## src/rtl/display_scan_ctrl_pkg.sv

```systemverilog
// Shared constants and types for the seven-segment display path.
//   - Segment codes are active-low, bit order {g,f,e,d,c,b,a}.
//   - AN_OFF turns every (active-low) anode off.
//   - scan_state_e is the per-slot BLANK/SHOW state of the scan controller.
package display_scan_ctrl_pkg;

  localparam logic [6:0] SEG_0     = 7'h40;
  localparam logic [6:0] SEG_1     = 7'h79;
  localparam logic [6:0] SEG_2     = 7'h24;
  localparam logic [6:0] SEG_3     = 7'h30;
  localparam logic [6:0] SEG_4     = 7'h19;
  localparam logic [6:0] SEG_5     = 7'h12;
  localparam logic [6:0] SEG_6     = 7'h02;
  localparam logic [6:0] SEG_7     = 7'h78;
  localparam logic [6:0] SEG_8     = 7'h00;
  localparam logic [6:0] SEG_9     = 7'h10;
  localparam logic [6:0] SEG_BLANK = 7'h7F;

  localparam logic [3:0] AN_OFF    = 4'hF;

  typedef enum logic {
    ST_BLANK = 1'b0,
    ST_SHOW  = 1'b1
  } scan_state_e;

endpackage

```

## src/rtl/display_scan_ctrl_bcd_to_7seg.sv

```systemverilog
// BCD to seven-segment decoder, purely combinational.
//   bcd  in  4  BCD digit; 10..15 are not digits and show blank
//   seg  out 7  {g,f,e,d,c,b,a}, active-low
module bcd_to_7seg
  import display_scan_ctrl_pkg::*;
(
  input  logic [3:0] bcd,
  output logic [6:0] seg
);

  always_comb begin
    seg = SEG_BLANK;
    case (bcd)
      4'd0:    seg = SEG_0;
      4'd1:    seg = SEG_1;
      4'd2:    seg = SEG_2;
      4'd3:    seg = SEG_3;
      4'd4:    seg = SEG_4;
      4'd5:    seg = SEG_5;
      4'd6:    seg = SEG_6;
      4'd7:    seg = SEG_7;
      4'd8:    seg = SEG_8;
      4'd9:    seg = SEG_9;
      default: seg = SEG_BLANK;
    endcase
  end

endmodule

```

## src/rtl/display_scan_ctrl.sv

```systemverilog
// Time-multiplexed scan controller for a four-digit seven-segment display.
// Each digit owns a slot of REFRESH_DIV cycles; the first BLANK_CYCLES of a
// slot keep all anodes off so the segment register settles on the new digit
// before its anode lights (no ghosting). Digits flagged in blink_mask are
// kept dark while blink_phase is high.
//
// Ports:
//   clk, rst_n   clock, asynchronous active-low reset
//   en           scan enable; low blanks the display and restarts at digit 0
//   mux_out      BCD digit from the external 4-to-1 mux for mux_sel
//   blink_mask   bit i set: digit i blinks
//   dp_mask      bit i set: decimal point lit on digit i
//   mux_sel      current digit index to the external mux (0 = rightmost)
//   an           anodes, active-low
//   seg          segments {g,f,e,d,c,b,a}, active-low
//   dp           decimal point, active-low
//   dbg_state    current BLANK/SHOW state, for observation only
//
// Handshake: none; all inputs are sampled every clock, outputs are registered.
module display_scan_ctrl
  import display_scan_ctrl_pkg::*;
#(
  parameter int REFRESH_DIV  = 50000,
  parameter int BLANK_CYCLES = 500,
  parameter int BLINK_DIV    = 25000000
) (
  input  logic        clk,
  input  logic        rst_n,
  input  logic        en,
  input  logic [3:0]  mux_out,
  input  logic [3:0]  blink_mask,
  input  logic [3:0]  dp_mask,
  output logic [1:0]  mux_sel,
  output logic [3:0]  an,
  output logic [6:0]  seg,
  output logic        dp,
  output scan_state_e dbg_state
);

  localparam int CNT_W   = $clog2(REFRESH_DIV);
  localparam int BLINK_W = $clog2(BLINK_DIV);

  localparam logic [CNT_W-1:0]   CNT_MAX   = CNT_W'(REFRESH_DIV - 1);
  localparam logic [CNT_W-1:0]   CNT_SHOW  = CNT_W'(BLANK_CYCLES);
  localparam logic [BLINK_W-1:0] BLINK_MAX = BLINK_W'(BLINK_DIV - 1);

  scan_state_e        state_q, state_d;
  logic [CNT_W-1:0]   cnt_q, cnt_d;
  logic [1:0]         idx_q, idx_d;
  logic [3:0]         an_q, an_d;
  logic [6:0]         seg_q, seg_dec;
  logic               dp_q;
  logic [BLINK_W-1:0] blink_cnt_q;
  logic               blink_phase_q;

  bcd_to_7seg u_dec (
    .bcd (mux_out),
    .seg (seg_dec)
  );

  // Next-state and anode decode. The anode register follows the next state,
  // so it falls on the edge cnt reaches BLANK_CYCLES and rises on the wrap
  // edge together with mux_sel. Blink uses the current phase register, so a
  // phase toggle shows up one edge later.
  always_comb begin
    state_d = state_q;
    cnt_d   = cnt_q;
    idx_d   = idx_q;
    an_d    = AN_OFF;
    if (!en) begin
      cnt_d   = '0;
      idx_d   = 2'd0;
      state_d = ST_BLANK;
    end else begin
      if (cnt_q == CNT_MAX) begin
        cnt_d = '0;
        idx_d = (idx_q == 2'd3) ? 2'd0 : idx_q + 2'd1;
      end else begin
        cnt_d = cnt_q + 1'b1;
      end
      case (state_q)
        ST_BLANK: if (cnt_d == CNT_SHOW) state_d = ST_SHOW;
        ST_SHOW:  if (cnt_q == CNT_MAX)  state_d = ST_BLANK;
        default:  state_d = ST_BLANK;
      endcase
    end
    if (state_d == ST_SHOW && !(blink_phase_q && blink_mask[idx_q]))
      an_d = ~(4'b0001 << idx_q);
  end

  always_ff @(posedge clk or negedge rst_n) begin
    if (!rst_n) begin
      state_q <= ST_BLANK;
      cnt_q   <= '0;
      idx_q   <= 2'd0;
      an_q    <= AN_OFF;
      seg_q   <= SEG_BLANK;
      dp_q    <= 1'b1;
    end else begin
      state_q <= state_d;
      cnt_q   <= cnt_d;
      idx_q   <= idx_d;
      an_q    <= an_d;
      seg_q   <= seg_dec;
      dp_q    <= ~dp_mask[idx_q];
    end
  end

  // Blink timebase runs regardless of en so the blink rhythm stays steady
  // while the display is switched off and on.
  always_ff @(posedge clk or negedge rst_n) begin
    if (!rst_n) begin
      blink_cnt_q   <= '0;
      blink_phase_q <= 1'b0;
    end else if (blink_cnt_q == BLINK_MAX) begin
      blink_cnt_q   <= '0;
      blink_phase_q <= ~blink_phase_q;
    end else begin
      blink_cnt_q   <= blink_cnt_q + 1'b1;
    end
  end

  assign mux_sel   = idx_q;
  assign an        = an_q;
  assign seg       = seg_q;
  assign dp        = dp_q;
  assign dbg_state = state_q;

endmodule

```

## config.mk

```make
export PLATFORM = sky130hd
export DESIGN_NAME = display_scan_ctrl
export DESIGN_NICKNAME = d
export VERILOG_FILES = /design/src/rtl/display_scan_ctrl_pkg.sv /design/src/rtl/display_scan_ctrl_bcd_to_7seg.sv /design/src/rtl/display_scan_ctrl.sv
export SDC_FILE = /design/constraint.sdc
export NUM_CORES = 1
export LEC_CHECK = 0
export ABC_AREA = 0
export BUFFER_PORTS_ARGS = -buffer_cell sky130_fd_sc_hd__buf_4
export CAP_MARGIN = 20
export CORE_ASPECT_RATIO = 1.75
export CORE_MARGIN = 2
export CORE_UTILIZATION = 35
export CTS_BUF_LIST = sky130_fd_sc_hd__clkbuf_8
export DETAILED_ROUTE_END_ITERATION = 8
export GPL_ROUTABILITY_DRIVEN = 1
export PLACE_DENSITY = 0.6
export RECOVER_POWER = 50
export SYNTH_ARGS = -nofsm -noshare
export SYNTH_HDL_FRONTEND = slang
export SYNTH_SLANG_ARGS = --single-unit
```

## constraint.sdc

```tcl
create_clock -name clk -period 1.8 [get_ports clk]
set_input_delay 0.54 -clock clk [delete_from_list [all_inputs] [get_ports clk]]
set_output_delay 0.54 -clock clk [all_outputs]
set_load 0.005 [all_outputs]
```

Yosys cells after proc, flatten, opt, wreduce, memory -nomap -nowiden --
Memory sizes are Yosys's and may differ from the RTL's. A register that Yosys moved wholly into a read port is not among the register bits. Index checks and enable logic that the tools add are counted.
Storage, ports and cells: memory bits (read-only) 112, flip-flop bits (word level) 50, word-level logic and storage cells 42, output and inout port bits 15, memories kept 1
Cells by class: reduce and logical (&&, ||, !) cells 4, shifts and indexed selects 1, equality and inequality tests 5, bitwise operators 4, multiplexer cells 16, add/subtract/negate cells 3, magnitude comparators 1
Memories:
- (no name shown) | depth 16, width 7, read ports 1, clocked after memory_dff 1, wr ports 0, line display_scan_ctrl_bcd_to_7seg.sv:13 | case (bcd)
Operators by type and width (number):
- two-way mux 16 bit | 3
- adder 25 x 1 -> 25 bit, second input constant | 1
- == test 25 bit, second input constant | 1
- two-way mux 25 bit | 1
- adder 16 x 1 -> 16 bit, second input constant | 1
- == test 16 bit, second input constant | 1
- == test 16 x 9 -> 1 bit, second input constant | 1
- two-way mux 2 bit | 3
- two-way mux 1 bit | 5
- binary-select mux 1 bit (select 2 bit) | 2
- two-way mux 4 bit | 1
- NOT 4 bit | 1
- << shifter 1 x 2 -> 4 bit, first input constant | 1
- less-than comparator 2 x 3 -> 1 bit, second input constant | 1
- NOT 1 bit | 3
- adder 2 x 1 -> 2 bit, second input constant | 1
- == test 2 bit, second input constant | 1
- logical AND 1 bit | 2
- logical NOT 1 bit | 2
- inequality test 2 x 1 -> 1 bit, second input constant | 1
- case mux 1 bit (2 select lines) | 1

Depth between registers and ports, before layout --
depth in word-level cells 9, mapped depth 6, mapped depth without buffers 6

By module --
From an unflattened synthesis, not the netlist that was laid out.
Unflattened totals: cells, all modules 293, area, all modules 3081.7 um^2
By module, submodules not included:
- display_scan_ctrl | instances 1, area an instance 2871.5 um^2, seq. area each 1441.4 um^2, cells an instance 260
- bcd_to_7seg | instances 1, area an instance 210.2 um^2, seq. area each 0.0 um^2, cells an instance 33

Least setup slack after synthesis --
No wires, ideal clock.
path kind register -> register, start register blink_cnt_q[6], end register blink_cnt_q[13], data arrival time 1.730 ns, slack -0.049 ns, data required time 1.681 ns, stages on the path, launching flop included 6, setup time 0.119 ns, cell sequence dfrtp_1 or4b_4 nor4_4 nor3b_4 buf_6 nor2_1
On the way: longest elaborated chain between the ends 2, elaborated cells on any way between the ends 3, those cells by class 1 x add/sub; 1 x eq/ne; 1 x mux
Ends and longest elaborated chain:
- start: declaration | line display_scan_ctrl.sv:53 | logic [BLINK_W-1:0] blink_cnt_q;
- start signal: assignment | line display_scan_ctrl.sv:119 | blink_cnt_q <= blink_cnt_q + 1'b1;
- adder 25 x 1 -> 25 bit or == test 25 bit (tied branches) | line display_scan_ctrl.sv:119, display_scan_ctrl.sv:115
- two-way mux 25 bit (*) | line display_scan_ctrl.sv:115 | end else if (blink_cnt_q == BLINK_MAX) begin
Every way passes the cells marked *; elsewhere a longest branch is shown, timed or not. A chain may end at the register's enable or synchronous reset.

Worst setup path in the final report --
start register cnt_q[1], end register state_q (netlist: dbg_state)
On the way: longest elaborated chain between the ends 7, elaborated cells on any way between the ends 9, those cells by class 1 x add/sub; 2 x eq/ne; 6 x mux
Ends and longest elaborated chain:
- start: declaration | line display_scan_ctrl.sv:48 | logic [CNT_W-1:0] cnt_q, cnt_d;
- start signal: assignment | line display_scan_ctrl.sv:101 | cnt_q <= cnt_d;
- adder 16 x 1 -> 16 bit or == test 16 bit (tied branches) | line display_scan_ctrl.sv:79, display_scan_ctrl.sv:75, display_scan_ctrl.sv:83
- two-way mux 16 bit | line display_scan_ctrl.sv:75 | if (cnt_q == CNT_MAX) begin
- two-way mux 16 bit | line display_scan_ctrl.sv:70 | if (!en) begin
- == test 16 x 9 -> 1 bit | line display_scan_ctrl.sv:82 | ST_BLANK: if (cnt_d == CNT_SHOW) state_d = ST_SHOW;
- two-way mux 1 bit | line display_scan_ctrl.sv:82
- case mux 1 bit (2 select lines) (*) | line display_scan_ctrl.sv:81 | case (state_q)
- two-way mux 1 bit (*) | line display_scan_ctrl.sv:70
- via state_d | line display_scan_ctrl.sv:47 | scan_state_e state_q, state_d;
- end signal: assignment | line display_scan_ctrl.sv:100 | state_q <= state_d;
- end: declaration | line display_scan_ctrl.sv:47
The timed path passes the listed nets; every way through them passes the cells marked *. The select of a mux whose other input is x is not followed.

==> results.toml <==
[critical_path]
timing.critical_path.to_type = "register"
timing.critical_path.max_delay_family = "simple AND/OR/NAND/NOR gates"
path_common_cell = "nor3_2"
setup_crit_start_kind = "register"
crit_path_cell_trace = "buf_6 > nand4_1 > nor3_2 > mux2i_1 > buf_4 > nor3_2 > a21bo_2"
critPathBufInv = 2
path_class = "reg2reg"
crit_fanout = 5
crit_path_max_delay_cell_type = "dfrtp_1"
crit_arrival_ns = 2.13
cp_required_ns = 2.05
slowest_delay_ns = 0.39

[route]
dr.first_iter.drc_count = 117
drt-met1-wl_mm = 2.73
remaining_drc_errors = 0
dr_wl_met3_um = 251
routed-via-count = 2553
detail-route-antenna-nets = 0
routed_wire_length_per_instance_um = 14.7
wl_met2_mm = 4.08
drt-vias-per-instance = 5.08
dr.max_layer_used = "met4"
firstDrtPassIters = 4
drt_wl_total_mm = 7.38

[finish]
nets = 407
layout.cells.most_common = "buf_4"
final_layout_size_suffix_gt1_share_pct = 34.5
layout.core_utilization_pct = 47.6
fin_area_um2 = 4070
area.growth.synth_to_final_pct = 33.9
layout.filler_cells = 840
layout.cells.most_common_list = "buf_4, dfrtp_1, nor2_1"
diodes = 0

[die]
design.core.area_um2 = 8560
number_of_core_rows = 45
dieArea_um2 = 9480
floorplan.initialDensity_pct = 35.5
horizontal_extent_of_the_die_um = 74.5
io-pin-count = 30
height_of_the_die_um = 127

[job]
drv.max_cap_violation_count = 0

[placed_design]
placedInstanceArea_um2 = 3660
place_congestion = 0.845
port_buffers = 29
place_hpwl_mm = 5.25

[synth]
synth_edf_count = 0
synth_area_um2 = 3040
yosys_warnings = 0
postSynthCellCount = 302
ys_seq_area_share_pct = 47.4
synth_fp_nets = 328
ys_async_sr_fraction_pct = 100
yosys_most_used_dff = "dfrtp_1"
yosysUniqueCellTypes = 47
ys_seq_elements = 57
synthesis.area_per_instance_um2 = 10.1

[global_routing]
grt.overflow.total = 0
grt_start_max_net_pins = 38
number_of_antenna_violations_at_the_first_check_in_global_routing = 0
grt_pass1_vias = 2622
global_route_wire_length_before_repair_mm = 12.0
grt_use_total_pct = 16.7

[run_status]
run_status = "finished with violations"
violated_checks = "setup timing"

[clocking]
cts_tree = "built"
ctsHtreeMaxLevel = 3
clk_path_buf_depth = 2
clkTransAtPathRegs_ns = 0.07
clockRootBuffer = "clkbuf_8"
clock-sinks = 57
cts_inserted_buffers = 9
clock_insertion_delay_worst_skew_ns = 0.36
hold_buffers = 0

[sta]
max_freq_ghz = 0.532
relSlewSlack_pct = 15.8
post-route-min-period_ns = 1.88
tightest_slew_ns = 1.26
finalCritPeriodShare_pct = 104
finalMaxSlewViolations = 0
rsz0062_at_grt = "true"
timing.hold.ws_ns = 0.428
timing_hold_violations_final = 0
setup_viol_count_final = 18
fin_ws_ns = -0.0789
clock_skew_ns = 0.00970

[power_and_ir_drop]
p_leak_uw = 0.00182
total_switching_power_uw = 638
p_comb_share_pct = 6.2
power.share.clock_pct = 44.7
p_seq_share_pct = 49.1
power.ir.vdd_worst_uv = 481
p_sw_share_pct = 23.7
power.density_nw_per_um2 = 662
internal-power_uw = 2060
totalPowerFinal_uw = 2700

[min_path]
min_path_type = "in2async"
[power by group through the flow]
stage | clock network [uW] | logic, uW | registers, uW
global route | 1290 | 190 | 1330
detailed placement | 0 | 159 | 1340
finish | 1200 | 167 | 1320
CTS | 1230 | 161 | 1320
floorplan | 0 | 49.6 | 1350
global placement | 0 | 157 | 1340
[stage by stage]
stage	worst slack (ns)	TNS (ns)	std cells
finish	-0.0789	-0.416	503
global route	-0.154	-1.86	503
CTS	-0.0260	-0.0836	498
detailed placement	-0.122	-0.307	479
global placement	-0.111	-0.312	479
floorplan	0.00838	0	302
[cell families (layout without fill, tap and decap cells)]
family                     count (synthesis)  count (layout)  share of synthesized area, %
and+or+nand+nor                          145             145                          26.3
DFF                                       57              57                          47.4
AOI/OAI and AO/OA                         33              33                          7.03
xor gates and xnor gates                  33              33                          9.50
buffers and inverters                     18             102                          2.76
adders and majority gates                 11              11                          4.52
muxes                                      5               5                          2.47
[path summary, 6_finish.rpt]
path                            cells after the start  slack [ns]            from              to
worst max-delay path                                7       -0.08        cnt_q[1]       dbg_state
worst min-delay path                                1        0.43           rst_n  blink_cnt_q[6]
worst max register to register                      7       -0.08        cnt_q[1]       dbg_state
worst min register to register                      1        0.48  blink_cnt_q[4]  blink_cnt_q[4]
max in group asynchronous                           2        0.50           rst_n          seg[2]
min in group clk                                    2        0.43      mux_out[3]          seg[2]
[final cells by class]
cell class	instances	area [um2]	share of cell area, %
inverters	12	45.0	1.11
repair buffers	74	579	14.2
clock inverters	6	57.6	1.41
clock buffers	10	138	3.38
flip-flops and latches	57	1440	35.5
multi-input cells	227	1660	40.8
well taps	117	146	3.60
[state kept, by name, indices dropped and copies added (netlist names)]
name           cells
dp                 1
an                 4
blink_phase_q      1
mux_sel            2
blink_cnt_q       25
cnt_q             16
seg                7
dbg_state          1
[what timing repair did]
item                       CTS  global route
pin swaps                    5            15
buffers inserted             3             5
hold endpoints to repair     0             0
resized for setup            8            25
cloned                       0             0
setup endpoints to repair   18            25
[cell usage after synthesis (3+ instances only)]
cell | number | area (um2)
xnor2_1 | 19 | 166
mux2i_1 | 3 | 30.0
dfstp_2 | 12 | 315
inv_1 | 12 | 45.0
and2_1 | 6 | 37.5
nand2b_1 | 6 | 37.5
and3_1 | 12 | 75.1
o21ai_0 | 5 | 25.0
o21a_1 | 4 | 30.0
clkbuf_1 | 3 | 11.3
nor4_1 | 8 | 50.1
nand4_1 | 12 | 75.1
xor2_1 | 14 | 123
nor2_1 | 37 | 139
ha_1 | 11 | 138
nor2b_1 | 3 | 18.8
nand3_1 | 14 | 70.1
nor3_1 | 9 | 45.0
a21oi_1 | 10 | 50.1
nand2_1 | 21 | 78.8
dfrtp_1 | 45 | 1130
or3_1 | 3 | 18.8
[layer usage]
metal,GRT usage (%),vias up
met5,0,-
met4,10.6,0
met3,3.63,25
met2,28.6,58
met1,17.8,1245
li1,-,1225
Power figures use the tool's default switching activity.
